--- config.mk ---
export PLATFORM = sky130hd
export DESIGN_NAME = qos_wrr_sched
export DESIGN_NICKNAME = d
export VERILOG_FILES = /design/src/rtl/qos_wrr_sched_pkg.sv /design/src/rtl/qos_wrr_sched_rr_pick.sv /design/src/rtl/qos_wrr_sched.sv
export SDC_FILE = /design/constraint.sdc
export NUM_CORES = 1
export LEC_CHECK = 0
export CORE_ASPECT_RATIO = 1.75
export CORE_MARGIN = 2
export CORE_UTILIZATION = 45
export CTS_CLUSTER_DIAMETER = 120
export DETAILED_ROUTE_END_ITERATION = 10
export HOLD_SLACK_MARGIN = 0.03
export PLACE_DENSITY = 0.89
export SYNTH_ARGS = -nofsm -noshare
export SYNTH_HDL_FRONTEND = slang
export SYNTH_SLANG_ARGS = --single-unit
--- constraint.sdc ---
create_clock -name clk -period 3.11 [get_ports clk]
set_input_delay 0.622 -clock clk [delete_from_list [all_inputs] [get_ports clk]]
set_output_delay 0.622 -clock clk [all_outputs]
set_load 0.1 [all_outputs]
--- src/rtl/qos_wrr_sched_pkg.sv ---
// Shared types and helpers for the QoS weighted round-robin scheduler.
package qos_wrr_sched_pkg;

    localparam int unsigned NCLS = 4;
    localparam int unsigned IDXW = 2;

    typedef enum logic [1:0] {
        ST_INIT = 2'd0,
        ST_RUN  = 2'd1,
        ST_HOLD = 2'd2
    } state_e;

    // First set bit of mask searching cur+1, cur+2, cur+3, cur (mod NCLS).
    function automatic logic [IDXW-1:0] next_elig(input logic [IDXW-1:0] cur,
                                                  input logic [NCLS-1:0] mask);
        logic [IDXW-1:0] c;
        logic [IDXW-1:0] r;
        logic            found;
        r     = cur;
        found = 1'b0;
        for (int unsigned k = 1; k <= NCLS; k++) begin
            c = cur + IDXW'(k);
            if (!found && mask[c]) begin
                r     = c;
                found = 1'b1;
            end
        end
        return r;
    endfunction

endpackage

--- src/rtl/qos_wrr_sched_rr_pick.sv ---
// Combinational 4-way cyclic priority pick: start index + request mask -> one-hot and index.
module qos_wrr_sched_rr_pick
    import qos_wrr_sched_pkg::*;
(
    input  logic [IDXW-1:0] start,
    input  logic [NCLS-1:0] req,
    output logic [NCLS-1:0] gnt_c,
    output logic [IDXW-1:0] idx_c,
    output logic            valid_c
);

    assign valid_c = |req;
    assign idx_c   = next_elig(start, req);
    assign gnt_c   = valid_c ? (NCLS'(1) << idx_c) : '0;

endmodule

--- src/rtl/qos_wrr_sched.sv ---
// Weighted round-robin scheduler between 4 per-class ingress and egress FIFOs.
// Optional QOS_STRICT_P0_EN: class 0 becomes strict priority, WRR covers classes 1..3.
module qos_wrr_sched
    import qos_wrr_sched_pkg::*;
#(
    parameter int unsigned DW = 12,
    parameter int unsigned WW = 4
) (
    input  logic            clk,
    input  logic            reset_L,
    input  logic            enable,
    input  logic            cfg_load,
    input  logic [WW-1:0]   cfg_weight0,
    input  logic [WW-1:0]   cfg_weight1,
    input  logic [WW-1:0]   cfg_weight2,
    input  logic [WW-1:0]   cfg_weight3,
    input  logic [NCLS-1:0] in_empty,
    input  logic [NCLS-1:0] out_afull,
    input  logic [DW-1:0]   in_data0,
    input  logic [DW-1:0]   in_data1,
    input  logic [DW-1:0]   in_data2,
    input  logic [DW-1:0]   in_data3,
    output logic [NCLS-1:0] pop,
    output logic [NCLS-1:0] push,
    output logic [DW-1:0]   data_out,
    output logic            busy,
    output logic [1:0]      state
);

    state_e                   state_q, state_d;
    logic [IDXW-1:0]          cur_q, cur_d;
    logic [WW-1:0]            credit_q, credit_d;
    logic [NCLS-1:0][WW-1:0]  weight_q, weight_d, cfg_w;
    logic [NCLS-1:0]          push_q, push_d;
    logic [DW-1:0]            data_q, data_d;
    logic [NCLS-1:0][DW-1:0]  in_data;
    logic [NCLS-1:0]          elig, wrr_mask, grant;
    logic [IDXW-1:0]          grant_idx;
    logic [NCLS-1:0]          wrr_gnt;
    logic [IDXW-1:0]          wrr_idx;
    logic                     wrr_valid;

    assign cfg_w   = {cfg_weight3, cfg_weight2, cfg_weight1, cfg_weight0};
    assign in_data = {in_data3, in_data2, in_data1, in_data0};
    assign elig    = ~in_empty & ~out_afull;

`ifdef QOS_STRICT_P0_EN
    logic [NCLS-1:0] p0_gnt;
    logic [IDXW-1:0] p0_idx;
    logic            p0_valid;

    assign wrr_mask = elig & 4'b1110;

    // Start at 3 so class 0 is searched first; only class 0 may request.
    qos_wrr_sched_rr_pick u_p0_pick (
        .start   (IDXW'(3)),
        .req     ({3'b000, elig[0]}),
        .gnt_c   (p0_gnt),
        .idx_c   (p0_idx),
        .valid_c (p0_valid)
    );
`else
    assign wrr_mask = elig;
`endif

    qos_wrr_sched_rr_pick u_wrr_pick (
        .start   (cur_q),
        .req     (wrr_mask),
        .gnt_c   (wrr_gnt),
        .idx_c   (wrr_idx),
        .valid_c (wrr_valid)
    );

    // Next-state, arbitration and datapath capture.
    always_comb begin
        state_d   = state_q;
        cur_d     = cur_q;
        credit_d  = credit_q;
        weight_d  = weight_q;
        grant     = '0;
        grant_idx = cur_q;
        case (state_q)
            ST_INIT: begin
                if (enable)        state_d  = ST_RUN;
                else if (cfg_load) weight_d = cfg_w;
            end
            ST_RUN: begin
                if (!enable) begin
                    state_d = ST_HOLD;
                end else
`ifdef QOS_STRICT_P0_EN
                if (p0_valid) begin
                    grant     = p0_gnt;
                    grant_idx = p0_idx;
                end else
`endif
                if (wrr_mask[cur_q] && (credit_q != '0)) begin
                    grant    = NCLS'(1) << cur_q;
                    credit_d = credit_q - WW'(1);
                end else if (wrr_valid) begin
                    grant     = wrr_gnt;
                    grant_idx = wrr_idx;
                    cur_d     = wrr_idx;
                    // Weight 0 behaves as 1, leaving no extra credit.
                    credit_d  = (weight_q[wrr_idx] == '0) ? '0 : weight_q[wrr_idx] - WW'(1);
                end
            end
            ST_HOLD: state_d = ST_INIT;
            default: state_d = ST_INIT;
        endcase
        push_d = grant;
        data_d = (|grant) ? in_data[grant_idx] : data_q;
    end

    always_ff @(posedge clk or negedge reset_L) begin
        if (!reset_L) begin
            state_q  <= ST_INIT;
            cur_q    <= IDXW'(3);
            credit_q <= '0;
            weight_q <= {NCLS{WW'(1)}};
            push_q   <= '0;
            data_q   <= '0;
        end else begin
            state_q  <= state_d;
            cur_q    <= cur_d;
            credit_q <= credit_d;
            weight_q <= weight_d;
            push_q   <= push_d;
            data_q   <= data_d;
        end
    end

    assign pop      = grant;
    assign push     = push_q;
    assign data_out = data_q;
    assign busy     = (|grant) | (|push_q);
    assign state    = state_q;

endmodule
==> metrics.log, run 1 <==
[metrics] run status: finished, violations left
[metrics] failing checks: negative setup slack
[metrics] DRC: 0
[metrics] vias per std cell: 5.372
[metrics] fraction of registers with async set or reset after synthesis: 100.0%
[metrics] Worst Path Class, Setup: reg2out
[metrics] area of the core: 0.005630 sq mm
[metrics] final routed wirelength across all metal layers: 7219 microns
[metrics] sequence of cells on the critical path: clkinv_4, buf_6, mux4_2, a41oi_4, xnor2_4, o31ai_4, buf_12
[metrics] kind of end point of the critical path: primary output
[metrics] Post-Synthesis Mean Instance Area: 10.99 sq um
[metrics] number of distinct library cells after synthesis: 52
[metrics] first-pass GRT wire length: 11,100 microns
[metrics] hpwl dp: 5559 microns
[metrics] total clock sinks: 40
[metrics] predominant post-synthesis flop cell: dfrtp_1
[metrics] grt met2 use: 40.68%
[metrics] Post-Synthesis Net Count: 321
[metrics] maximum ir drop on the vdd rail: 0.7013 mV
[metrics] multiplexer share of the synthesized area: 30.49%
[metrics] synthesis-stage register bit count: 40
[metrics] total number of H-tree levels: 2
[metrics] leftover overflow at the end of global routing: 0
[metrics] worst clock skew: 0.003735 ns
[metrics] initial antenna violation count: 0
[metrics] clock tree root buffer cell: clkbuf_8
[metrics] remaining antenna violation count: 0
[metrics] iteration-0 DRC count of the detailed router: 70
[metrics] overall via count from detail_route: 2,385
[metrics] total power per unit cell area: 966.4 mW/mm^2
[metrics] non-filler instance count after layout: 444
[metrics] count of buffers inserted at the top-level ports: 98
[metrics] r2r worst-path depth: 11
[metrics] worst slack after detailed placement: -0.2581 ns
[metrics] final antenna diode count: 0
[metrics] starting density of the core: 46.87%
[metrics] path category of the worst min-delay check: in2async
[metrics] grt met1 use: 23.28%
[metrics] highest-delay cell along the critical path: dfstp_2
[metrics] gate count of the mapped netlist: 240
[metrics] category of the worst setup path launch point: flip-flop
[metrics] met3 GRT Util: 4.785%
[metrics] RSZ-0062 raised after global routing: yes
[metrics] most common library cell in the layout ignoring fill and taps: clkdlybuf4s50_1
[metrics] highest-count cells in the layout ignoring fill and taps: clkdlybuf4s50_1, buf_4, mux2i_1
[metrics] Power, Total: 4033 uW
[metrics] global-route usage over all layers: 22.25%
[metrics] floorplan die width: 61.89 microns
[metrics] post-route cell area: 0.004173 sq mm
[metrics] share of layout cells above drive strength 1: 38.59%
[metrics] number of CTS-inserted buffers: 5
[metrics] maximum capacitance violations: 0
[metrics] clock insertion delay at the later pin of the skew report: 0.29 ns
[metrics] PnR worst setup slack: -0.05284 ns
[metrics] number of rows created at floorplan: 36
[metrics] most congested layer reported by global routing: met2
[metrics] largest family of logic cells by synthesized area: multiplexers
[metrics] CP peak stage delay: 0.60 ns
[metrics] via count of the first global-routing pass: 2,461
[metrics] Post-synth EDFFs: 0
[metrics] Synth Area in Compound Gates: 12.80%
[metrics] sequential share of the synthesized area: 38.22%
[metrics] die span in y: 105.3 microns
[metrics] netlist area before placement: 0.002639 sq mm
[metrics] max frequency: 316.2 MHz
[metrics] Final setup violation count: 3
[metrics] highest net fanout along the worst path: 5
[metrics] layout net count: 448
[metrics] adder and majority gate portion of the synthesized area: 2.371%
[metrics] clock period minus worst slack: 3.163 ns
[metrics] Bufs on Longest Clock Path: 2
[metrics] CTS tree: yes
[metrics] family with the most delay on the worst path: flip-flops
[metrics] clock transition time at the flip-flop clock pins of the worst setup and hold paths: 0.08 ns
[metrics] total negative slack for setup checks: -0.1141 ns
[metrics] number of max-slew violations in the final report: 0
[metrics] simple-gate share of the synthesized area: 11.00%
[metrics] gpl congestion: 0.8858
[metrics] critical path depth: 7
[metrics] final critical-path share of the clock period: 101.7%
[metrics] area of the die: 0.006516 sq mm
[metrics] arrival time at the worst endpoint: 2.54 ns
[metrics] count of synthesis-stage warnings from yosys: 0
[metrics] Wirelength per Cell: 16.26 microns
[metrics] Leakage Power: 0.001819 uW
[metrics] Slew @ Worst Pin: 0.8712 ns
[metrics] relative area change from synthesis to final layout: 58.13%
[metrics] placed instance area: 0.003940 sq mm
[metrics] pin count of the biggest net entering global routing: 41
[metrics] normalized max-slew margin: 41.92%
[metrics] number of hold violations in the final report: 0
[metrics] WP buf/inv: 3
[metrics] xor and xnor area share after synthesis: 0.9483%
[metrics] detailed-routing iteration count for the pre-antenna-repair pass: 4
[metrics] number of I/O pins: 99
[metrics] Inst Count DP: 427
[metrics] required time of the critical path: 2.49 ns
## worst paths after layout
check | end | slack, ns | from
worst max-delay path | pop[1] | -0.05 | cur_q[0]
worst min-delay path | weight_q[14] | 0.45 | reset_L
worst max register to register | credit_q[1] | 0.17 | cur_q[0]
worst min register to register | data_out[4] | 0.48 | data_out[4]
max in group asynchronous | state[0] | 2.06 | reset_L
min in group clk | data_out[4] | 0.48 | data_out[4]
## power breakdown
part | leakage, uW | switching (uW) | internal (uW)
combinational | 0.00129 | 1650 | 1190
sequential | 0.000482 | 137 | 707
clock | 0.0000510 | 176 | 177
total | 0.00182 | 1960 | 2070
## layer usage
layer / vias up / wire length [microns]
met1: 1132 / 2509
met2: 92 / 4020
met4: 0 / 207
li1: 1143 / -
met3: 18 / 482
met5: - / 0
## metrics by stage
| step | util [%] | hold WS, ns |
|---|---|---|
| 2_1_floorplan | - | 0.3264 |
| 5_1_grt | 74.11 | 0.5195 |
| 4_1_cts | 72.58 | 0.4748 |
| 3_3_place_gp | 69.98 | 0.4642 |
| 6_report | 74.11 | 0.4506 |
| 3_5_place_dp | 69.98 | 0.4704 |
## layout make-up
class | count | area [sq um]
Inverter | 7 | 31.28
Clock buffer | 6 | 82.58
Clock inverter | 2 | 10.01
Multi-Input combinational cell | 182 | 1670
Fill cell | 394 | 1458
Sequential cell | 40 | 1011
Tap cell | 76 | 95.09
Timing Repair Buffer | 131 | 1272
## cells in the mapped netlist, drive strengths merged, types with 5 or more instances
| cell type | count | share of area [%] |
|---|---|---|
| buf | 9 | 2.9 |
| mux2 | 32 | 14 |
| a21oi | 5 | 1.4 |
| nand2 | 18 | 2.6 |
| dfstp | 6 | 6.0 |
| ha | 5 | 2.4 |
| mux2i | 36 | 14 |
| dfrtp | 34 | 32 |
| nor2 | 15 | 2.2 |
| nor3 | 11 | 2.1 |
| inv | 7 | 1.0 |
| o21ai | 21 | 5.1 |
## registers in the layout, indices dropped and copies added (netlist names)
register,cells
weight_q,16
push,4
cur_q,2
data_out,12
credit_q,4
state,2
## cell families (layout without fill, tap and decap cells)
kind of cell | after synthesis | count (layout)
muxes | 71 | 71
adders and majority gates | 5 | 5
buffers and inverters | 18 | 146
AOI/OAI and AO/OA | 44 | 44
xor gates and xnor gates | 2 | 2
and+or+nand+nor | 60 | 60
DFF | 40 | 40
## timing repair
item | in CTS | in global routing
endpoints found under the hold margin | 0 | 0
pin swaps | 5 | 7
hold buffers | 0 | 0
endpoints found under the setup margin | 5 | 3
setup buffers | 4 | 5
gates cloned | 0 | 0
resized for setup | 13 | 10
Note: power is estimated with default switching activity, not from simulation.
==> run 2: changes to the inputs <==
Settings changed: HOLD_SLACK_MARGIN 0.03 to 0.1.
==> results of run 2 <==
Final layout, timing and power as in run 1 (identical DEF).
==> run 3: changes to the inputs <==
Settings changed: CORE_MARGIN 2 to not set, CTS_CLUSTER_DIAMETER 120 to not set.
==> metrics.log, run 3 (synthesis results as in run 1) <==
[metrics] run status: finished, violations left
[metrics] failing checks: negative setup slack
[metrics] normalized max-slew margin: 40.58% (-1.3 points)
[metrics] floorplan die width: 59.89 microns (-3.2%)
[metrics] largest reg by FF count: weight_q
[metrics] max frequency: 318.0 MHz (+0.57%)
[metrics] category of the worst setup path launch point: flip-flop
[metrics] kind of end point of the critical path: primary output
[metrics] maximum ir drop on the vdd rail: 0.5500 mV (-22%)
[metrics] PnR worst setup slack: -0.03506 ns (+0.01778 ns)
[metrics] total number of H-tree levels: 2 (unchanged)
[metrics] Bufs on Longest Clock Path: 2 (unchanged)
[metrics] layout filler cell count: 392 (-0.51%)
[metrics] via count of the first global-routing pass: 2,455 (-0.24%)
[metrics] area of the die: 0.006186 sq mm (-5.1%)
[metrics] count of buffers inserted at the top-level ports: 98 (unchanged)
[metrics] highest-count cells in the layout ignoring fill and taps: clkdlybuf4s50_1, buf_4, mux2i_1
[metrics] required time of the critical path: 2.49 ns (about the same)
[metrics] pin count of the biggest net entering global routing: 41 (unchanged)
[metrics] global-route usage over all layers: 23.64% (+1.4 points)
[metrics] final critical-path share of the clock period: 101.1% (-0.57 points)
[metrics] most common library cell in the layout ignoring fill and taps: clkdlybuf4s50_1
[metrics] hpwl dp: 5617 microns (+1.0%)
[metrics] Worst Path Class, Setup: reg2out
[metrics] die span in y: 103.3 microns (-1.9%)
[metrics] first-pass GRT wire length: 10,960 microns (-1.3%)
[metrics] number of rows created at floorplan: 36 (unchanged)
[metrics] gpl congestion: 0.9104 (+2.8%)
[metrics] end-of-flow core utilization: 73.98% (-0.13 points)
[metrics] iteration-0 DRC count of the detailed router: 65 (-7.1%)
[metrics] Slew @ Worst Pin: 0.8913 ns (+0.02010 ns)
[metrics] overall via count from detail_route: 2,453 (+2.9%)
[metrics] placed instance area: 0.003998 sq mm (+1.5%)
[metrics] RSZ-0062 raised after global routing: yes
[metrics] CTS tree: yes
[metrics] non-filler instance count after layout: 447 (+0.68%)
[metrics] clock transition time at the flip-flop clock pins of the worst setup and hold paths: 0.08 ns (about the same)
[metrics] starting density of the core: 46.87% (unchanged)
[metrics] total power per unit cell area: 951.3 mW/mm^2 (-1.6%)
[metrics] DRC: 0 (unchanged)
[metrics] Final setup violation count: 4 (+1)
[metrics] final routed wirelength across all metal layers: 7289 microns (+0.97%)
[metrics] area of the core: 0.005630 sq mm (unchanged)
[metrics] total clock sinks: 40 (unchanged)
[metrics] number of max-slew violations in the final report: 0 (unchanged)
[metrics] vias per std cell: 5.488 (+2.2%)
[metrics] Hold Buf Count CTS: 0 (unchanged)
[metrics] number of CTS-inserted buffers: 5 (unchanged)
[metrics] arrival time at the worst endpoint: 2.52 ns (-0.02 ns)
[metrics] Sequential cell area: 0.001011 sq mm (unchanged)
[metrics] detailed-routing iteration count for the pre-antenna-repair pass: 4 (unchanged)
[metrics] number of hold violations in the final report: 0 (unchanged)
[metrics] Wirelength per Cell: 16.31 microns (+0.29%)
[metrics] Inst Count DP: 433 (+1.4%)
[metrics] worst clock skew: 0.005018 ns (+0.001283 ns)
[metrics] clock tree root buffer cell: clkbuf_8
[metrics] area used by multi-input combinational logic: 0.001652 sq mm (-1.1%)
[metrics] maximum capacitance violations: 0 (unchanged)
[metrics] clock insertion delay at the later pin of the skew report: 0.29 ns (about the same)
[metrics] path category of the worst min-delay check: in2async
[metrics] clock period minus worst slack: 3.145 ns (-0.01778 ns)
[metrics] leftover overflow at the end of global routing: 0 (unchanged)
[metrics] remaining antenna violation count: 0 (unchanged)
[metrics] final antenna diode count: 0 (unchanged)
[metrics] share of layout cells above drive strength 1: 39.62% (+1.0 points)
[metrics] flip-flop count of the largest register after layout: 16 (unchanged)
[metrics] layout net count: 451 (+0.67%)
[metrics] post-route cell area: 0.004165 sq mm (-0.18%)
[metrics] relative area change from synthesis to final layout: 57.85%
[metrics] number of I/O pins: 99 (unchanged)
[metrics] Power, Total: 3962 uW (-1.7%)
[metrics] Leakage Power: 0.001839 uW (+1.1%)
[metrics] initial antenna violation count: 0 (unchanged)
[metrics] highest net fanout along the worst path: 6 (+1)
[run 3: power breakdown]
| part | switching [uW] | internal (uW) |
|---|---|---|
| clock | 179 | 156 |
| combinational | 1630 | 1150 |
| sequential | 137 | 706 |
[run 3: timing repair]
item | 4_1_cts | 5_1_grt
pin swaps | 8 | 3
setup endpoints to repair | 5 | 3
setup buffers | 5 | 1
gates resized for setup | 13 | 4
[run 3: cell type report]
| cell class | instances | share of cell area, % |
|---|---|---|
| multi-input combinational | 182 | 39.65 |
| sequential | 40 | 24.27 |
| timing repair buffer | 134 | 31.00 |
| clock buffer | 5 | 1.652 |
| inverter | 7 | 0.6909 |
| tap | 76 | 2.283 |
| clock inverter | 3 | 0.4506 |
[run 3: routing by layer]
layer  part of all wire (%)  wire, microns  GRT usage, %
met1                     36           2608         24.22
met3                    6.5            471         3.731
met2                     55           4043         46.75
met4                    2.2            164         7.335
met5                      0              0             0
[run 3: stage by stage]
step	setup TNS, ns	setup WS, ns	hold slack (ns)
6_report	-0.09285	-0.03506	0.4512
5_1_grt	-0.4099	-0.1181	0.4976
4_1_cts	0	0.008132	0.4750
3_5_place_dp	-2.968	-0.1858	0.4684
3_3_place_gp	-2.002	-0.1675	0.4621
2_1_floorplan	-0.03180	-0.03180	0.3264
[run 3: path summary, 6_finish.rpt]
kind | from | endpoint | slack [ns] | depth (start not counted)
setup / recovery | cur_q[0] | pop[2] | -0.04 | 8
hold / removal | reset_L | weight_q[15] | 0.45 | 1
setup reg to reg | cur_q[0] | credit_q[1] | 0.26 | 11
hold reg to reg | data_out[9] | data_out[9] | 0.48 | 2
max in group asynchronous | reset_L | state[0] | 2.04 | 1
min in group clk | data_out[9] | data_out[9] | 0.48 | 2
[run 3: worst max-delay path: stages, from the launching register on]
cell,delay [ns]
dfstp_2,0.58
inv_4,0.08
ha_4,0.30
nor4_2,0.04
a31oi_1,0.21
a41oi_2,0.25
xnor2_4,0.33
a32o_2,0.26
buf_12,0.18
